### src/rtl/ospfb_sample_sched.sv
// Sample scheduler between the input CDC FIFO and the oversampled PFB: passes DEC_FAC
// samples per FFT_LEN-cycle frame, then idles the stream for the remaining gap slots.
module ospfb_sample_sched #(
    parameter int WIDTH        = 16,
    parameter int FFT_LEN      = 64,
    parameter int DEC_FAC      = 48,
    parameter int PRIME_THRESH = 8,
    parameter int CNT_WID      = 5
) (
    input  logic                       clk,
    input  logic                       rstn,
    input  logic                       en,
    input  logic [CNT_WID-1:0]         fifo_count,
    input  logic [2*WIDTH-1:0]         s_axis_tdata,
    input  logic                       s_axis_tvalid,
    output logic                       s_axis_tready,
    output logic [2*WIDTH-1:0]         m_axis_tdata,
    output logic                       m_axis_tvalid,
    input  logic                       m_axis_tready,
    output logic                       m_axis_tlast,
    output logic [1:0]                 state,
    output logic [$clog2(FFT_LEN)-1:0] slot,
    output logic [15:0]                frame_cnt,
    output logic                       underflow,
    output logic                       underflow_evt
);

    localparam int SW = $clog2(FFT_LEN);
    localparam logic [SW-1:0] DEC_LAST  = SW'(DEC_FAC - 1);
    localparam logic [SW-1:0] SLOT_LAST = SW'(FFT_LEN - 1);

    if (DEC_FAC < 1 || DEC_FAC >= FFT_LEN) begin : g_param_err
        $error("ospfb_sample_sched: DEC_FAC must satisfy 1 <= DEC_FAC < FFT_LEN");
    end

    typedef enum logic [1:0] {
        IDLE  = 2'b00,
        PRIME = 2'b01,
        RUN   = 2'b10,
        HALT  = 2'b11
    } state_t;

    state_t        cur_state, nxt_state;
    logic [SW-1:0] slot_q, slot_nxt;
    logic [15:0]   frame_q, frame_nxt;
    logic          uf_q, uf_nxt;
    logic          evt_q, evt_nxt;

    logic active;
    logic stall;
    logic uf_cond;
    logic primed;

    // Handshake: a beat moves only when tvalid and tready are both high on a rising
    // edge. The block never buffers, so it is a pure gate between the two sides:
    // upstream sees ready only while the OSPFB is ready, downstream sees valid only
    // while the FIFO is valid, and both are masked outside active slots.
    assign active        = (cur_state == RUN) && (slot_q <= DEC_LAST);
    assign stall         = active && !m_axis_tready;
    assign uf_cond       = active && m_axis_tready && !s_axis_tvalid;
    assign primed        = 32'(fifo_count) >= PRIME_THRESH;

    assign m_axis_tvalid = active && s_axis_tvalid;
    assign s_axis_tready = active && m_axis_tready;
    assign m_axis_tdata  = s_axis_tdata;
    assign m_axis_tlast  = active && (slot_q == DEC_LAST);

    assign state         = cur_state;
    assign slot          = slot_q;
    assign frame_cnt     = frame_q;
    assign underflow     = uf_q;
    assign underflow_evt = evt_q;

    always_ff @(posedge clk or negedge rstn) begin
        if (!rstn) begin
            cur_state <= IDLE;
            slot_q    <= '0;
            frame_q   <= '0;
            uf_q      <= 1'b0;
            evt_q     <= 1'b0;
        end else begin
            cur_state <= nxt_state;
            slot_q    <= slot_nxt;
            frame_q   <= frame_nxt;
            uf_q      <= uf_nxt;
            evt_q     <= evt_nxt;
        end
    end

    always_comb begin
        nxt_state = cur_state;
        slot_nxt  = slot_q;
        frame_nxt = frame_q;
        uf_nxt    = uf_q;
        evt_nxt   = 1'b0;
        // Dropping en wins over everything, including a coincident underflow.
        if (!en) begin
            if (cur_state != IDLE) begin
                nxt_state = IDLE;
                slot_nxt  = '0;
            end
        end else begin
            unique case (cur_state)
                IDLE: begin
                    nxt_state = PRIME;
                    uf_nxt    = 1'b0;
                end
                PRIME: begin
                    if (primed) begin
                        nxt_state = RUN;
                        slot_nxt  = '0;
                    end
                end
                RUN: begin
                    // Slot is frozen on underflow so HALT reports where the FIFO ran dry.
                    if (uf_cond) begin
                        nxt_state = HALT;
                        uf_nxt    = 1'b1;
                        evt_nxt   = 1'b1;
                    end else if (!stall) begin
                        if (slot_q == SLOT_LAST) begin
                            slot_nxt  = '0;
                            frame_nxt = frame_q + 16'd1;
                        end else begin
                            slot_nxt = slot_q + SW'(1);
                        end
                    end
                end
                HALT: begin
                    nxt_state = HALT;
                end
                default: begin
                    nxt_state = IDLE;
                end
            endcase
        end
    end

endmodule

### config.mk
export PLATFORM = sky130hd
export DESIGN_NAME = ospfb_sample_sched
export DESIGN_NICKNAME = d
export VERILOG_FILES = /design/src/rtl/ospfb_sample_sched.sv
export SDC_FILE = /design/constraint.sdc
export NUM_CORES = 1
export LEC_CHECK = 0
export CAP_MARGIN = 15
export CORE_ASPECT_RATIO = 0.75
export CORE_MARGIN = 3
export CORE_UTILIZATION = 50
export CTS_BUF_LIST = sky130_fd_sc_hd__clkbuf_8
export DETAILED_ROUTE_END_ITERATION = 8
export DONT_BUFFER_PORTS = 1
export GPL_TIMING_DRIVEN = 0
export PLACE_DENSITY = 0.68
export SYNTH_ARGS = -nofsm -noshare
export SYNTH_HDL_FRONTEND = slang
export SYNTH_SLANG_ARGS = --single-unit
### constraint.sdc
create_clock -name clk -period 1.5 [get_ports clk]
set_input_delay 0.3 -clock clk [delete_from_list [all_inputs] [get_ports clk]]
set_output_delay 0.3 -clock clk [all_outputs]
set_load 0.02 [all_outputs]
==> summary.md, run 1 <==
| Metric | Value |
|---|---|
| Netlist cell types | `40` |
| Finish-stage setup viols | `25` |
| Die Y-Extent | `54.9 µm` |
| Vias in the first global route | `1078` |
| Initial antenna violation count | `0` |
| Hold Fails Final Rpt | `0` |
| Register-to-register setup slack | `-190 ps` |
| Worst reg2reg endpoint | `frame_cnt[10]$_DFFE_PN0P_` |
| Finished Cell Area | `2080 µm²` |
| Via density per instance | `5.62` |
| Worst vdd ir | `0.520 mV` |
| Nets | `215` |
| CTS root buffer | `clkbuf_8` |
| RSZ-0062 raised after global routing | `true` |
| Worst Path Max Fanout | `4` |
| Worst setup SP type | `flop` |
| Port buffer count | `0` |
| Setup Crit Path Kind | `reg -> out` |
| Final Cycle Share | `1.14` |
| CTS buffer count | `3` |
| Hold Path Sink | `state[1]$_DFFE_PN0P_` |
| Clock slew at reported path FFs | `100 ps` |
| Placed cell area | `1690 µm²` |
| TritonCTS clock tree | `yes` |
| Worst-margin pin slew | `387 ps` |
| Clock Tree Buf Depth | `2` |
| Fraction of layout instances using a drive strength above 1 | `0.629` |
| Fin. max-slew vios | `0` |
| Worst hold start | `en` |
| Gate Count Post-Synth | `151` |
| Remaining DRCs | `0` |
| Wire per inst | `17.7 µm` |
| H-tree depth | `1` |
| Core box area | `3000 µm²` |
| Initial Util | `0.531` |
| Max Clock Skew | `9.72 ps` |
| Die area | `3910 µm²` |
| Vias | `1169` |
| Row cnt | `17` |
| Area delta synth->final | `30.8%` |
| Status | `finished, violations left` |
| Yosys warns | `0` |
| Clk sinks | `26` |
| Post-Synthesis Cell Area | `1590 µm²` |
| Critical Path End Type | `output pin` |
| Rel. slew slack | `0.742` |
| Critical Path RT | `1200 ps` |
| IO Pins | `103` |
| Avg Cell Area, Syn | `10.6 µm²` |
| Power Density | `778 nW/µm²` |
| First-pass GRT wire length | `5180 µm` |
| Initial DRC count | `37` |
| Max_cap viols | `0` |
| Worst reg2reg path depth | `6` |
| Leading cell types in the layout, fill and taps excluded | `39 x buf_4, 14 x dfrtp_1, 12 x dfrtp_2` |
| Setup TNS | `-3180 ps` |
| #FFs+latches synth | `26` |
| ANT nets after route | `0` |
| Tmin final | `1720 ps` |
| Synth Net Count | `195` |
| Number of fill cells in the layout | `211` |
| Skew-Pair Late Insertion Delay | `280 ps` |
| ANT cells | `0` |
| Reg-to-Reg Start | `slot[0]$_DFFE_PN0P_` |
| Arrival time at the worst endpoint | `1420 ps` |
| Largest net degree at the start of global routing | `27` |
| HPWL Detailed | `2550 µm` |
| GRT Util Overall | `0.171` |
| Finished Layout Cells | `208` |
| Most common cell after layout, fill and taps aside | `buf_4` |
| Total Wirelength | `3690 µm` |
| Final worst setup slack | `-216 ps` |
| Placed cell count | `189` |
| HP Class | `in -> reg` |
| Failing checks | `negative setup slack` |
| Fmax achieved | `583 MHz` |
| Die width | `71.2 µm` |
| Lkg Pwr | `1.03 nW` |
| Worst hold path stage count | `2` |
| GPL Wtd Cong | `0.817` |
| Sequential area share after synthesis | `0.408` |
| Grt ovf | `0` |
| Detailed Routing Iterations Pass 1 | `4` |
==> flip-flops by register name, summed over array words and instances, names as in the netlist <==
| register | cells |
|---|---|
| state | 2 |
| frame_cnt | 16 |
| underflow | 1 |
| underflow_evt | 1 |
| slot | 6 |
==> worst max-delay path: stages (launching register included) <==
cell and delay (ps):
dfrtp_2 470, buf_6 140, and2b_2 240, nand2_2 70, nor3_4 220
==> routing by layer <==
metal / part of all wire / global-route usage / vias to the layer above
met1: 0.40 / 0.216 / 557
li1: - / - / 535
met4: 0.0022 / 0.0188 / 0
met2: 0.50 / 0.296 / 75
met3: 0.10 / 0.0596 / 2
met5: 0 / 0 / -
==> per-stage QoR <==
stage / setup WS (ps) / power (W) / utilization / hold WS [ps]
floorplan: -58.0 / 0.000963 / - / 4.41
global placement: -185 / 0.000984 / 0.562 / 4.96
detailed placement: -250 / 0.000985 / 0.562 / 5.04
CTS: -295 / 0.00162 / 0.640 / 176
global route: -276 / 0.00167 / 0.695 / 184
finish: -216 / 0.00162 / 0.695 / 197
==> where the power goes <==
part / internal, W / switching [W] / total [W]
registers: 0.000715 / 0.0000346 / 0.000749
logic: 0.000132 / 0.000146 / 0.000277
clock network: 0.000357 / 0.000238 / 0.000595
==> final cells by class <==
cell class                 instances  area [µm²]  share of cell area
buffer                            35         277               0.133
clock buffer                       3        41.3              0.0198
clock inverter                     1        30.0              0.0144
inverter                           2        7.51             0.00360
multi-input combinational         88         857               0.411
sequential                        26         666               0.319
tap                               38        47.5              0.0228
timing repair buffer              15         159              0.0762
==> repair_timing <==
item | CTS | global route
setup buffers | 8 | 5
hold buffers | 2 | 0
endpoints found under the hold margin | 26 | 0
gates resized for setup | 23 | 26
endpoints found under the setup margin | 24 | 24
pin swaps | 20 | 12
cloned | 0 | 0
==> cells by family (layout without fill, tap and decap cells) <==
family                   count (synthesis)  in the layout  share of synthesized area
adder cells (fa/ha/maj)                  2              2                     0.0157
XOR/XNOR                                15             15                     0.0824
AND/OR/NAND/NOR                         49             49                      0.210
buffers and inverters                   37             56                      0.170
multiplexers                             1              1                    0.00706
AO/OA/AOI/OAI                           21             21                      0.106
flip-flops                              26             26                      0.408
==> synthesized netlist by cell type <==
cell | number | area share
buf_4 | 33 | 0.16
nand2_1 | 13 | 0.031
nand4_4 | 1 | 0.013
and2_2 | 1 | 0.0047
or3_4 | 1 | 0.0071
nor2b_1 | 1 | 0.0039
dfrtp_1 | 26 | 0.41
o32a_1 | 1 | 0.0063
xnor2_1 | 12 | 0.066
buf_6 | 1 | 0.0071
and4_1 | 3 | 0.016
nor2_1 | 3 | 0.0071
and3_2 | 2 | 0.0094
a221oi_1 | 1 | 0.0055
a21oi_1 | 2 | 0.0063
a21o_1 | 1 | 0.0047
inv_1 | 2 | 0.0047
a211oi_1 | 1 | 0.0047
nand3b_1 | 2 | 0.0094
o22a_2 | 1 | 0.0063
xor2_1 | 3 | 0.016
mux2_2 | 1 | 0.0071
nand4_1 | 2 | 0.0078
nand3_1 | 8 | 0.025
a21o_2 | 1 | 0.0055
o41ai_1 | 1 | 0.0055
nand2b_1 | 1 | 0.0039
a22o_2 | 1 | 0.0063
nor3_1 | 3 | 0.0094
and3_1 | 3 | 0.012
and2b_1 | 1 | 0.0047
nor2_2 | 1 | 0.0039
a31oi_1 | 1 | 0.0039
nand4b_4 | 1 | 0.015
nor4_4 | 2 | 0.027
clkbuf_2 | 1 | 0.0031
o21ai_0 | 7 | 0.022
ha_1 | 2 | 0.016
a221oi_4 | 1 | 0.016
o21ba_2 | 2 | 0.013
==> worst max-delay path by stage <==
stage / start / to / slack (ps) / cells past startpoint
global route: state[0]$_DFFE_PN0P_ / m_axis_tlast / -280 / 4
detailed placement: frame_cnt[1]$_DFFE_PN0P_ / frame_cnt[8]$_DFFE_PN0P_ / -250 / 5
global placement: frame_cnt[1]$_DFFE_PN0P_ / frame_cnt[12]$_DFFE_PN0P_ / -180 / 5
finish: state[0]$_DFFE_PN0P_ / m_axis_tlast / -220 / 4
floorplan: state[0]$_DFFE_PN0P_ / frame_cnt[14]$_DFFE_PN0P_ / -60 / 5
CTS: state[0]$_DFFE_PN0P_ / m_axis_tlast / -300 / 4
No activity file was read; power rests on OpenSTA's default activity.
==> run 2, diff against run 1 <==
- SLEW_MARGIN: not set -> 20
==> results of run 2 <==
The final DEF is identical to that of run 1; final timing and power are the same.
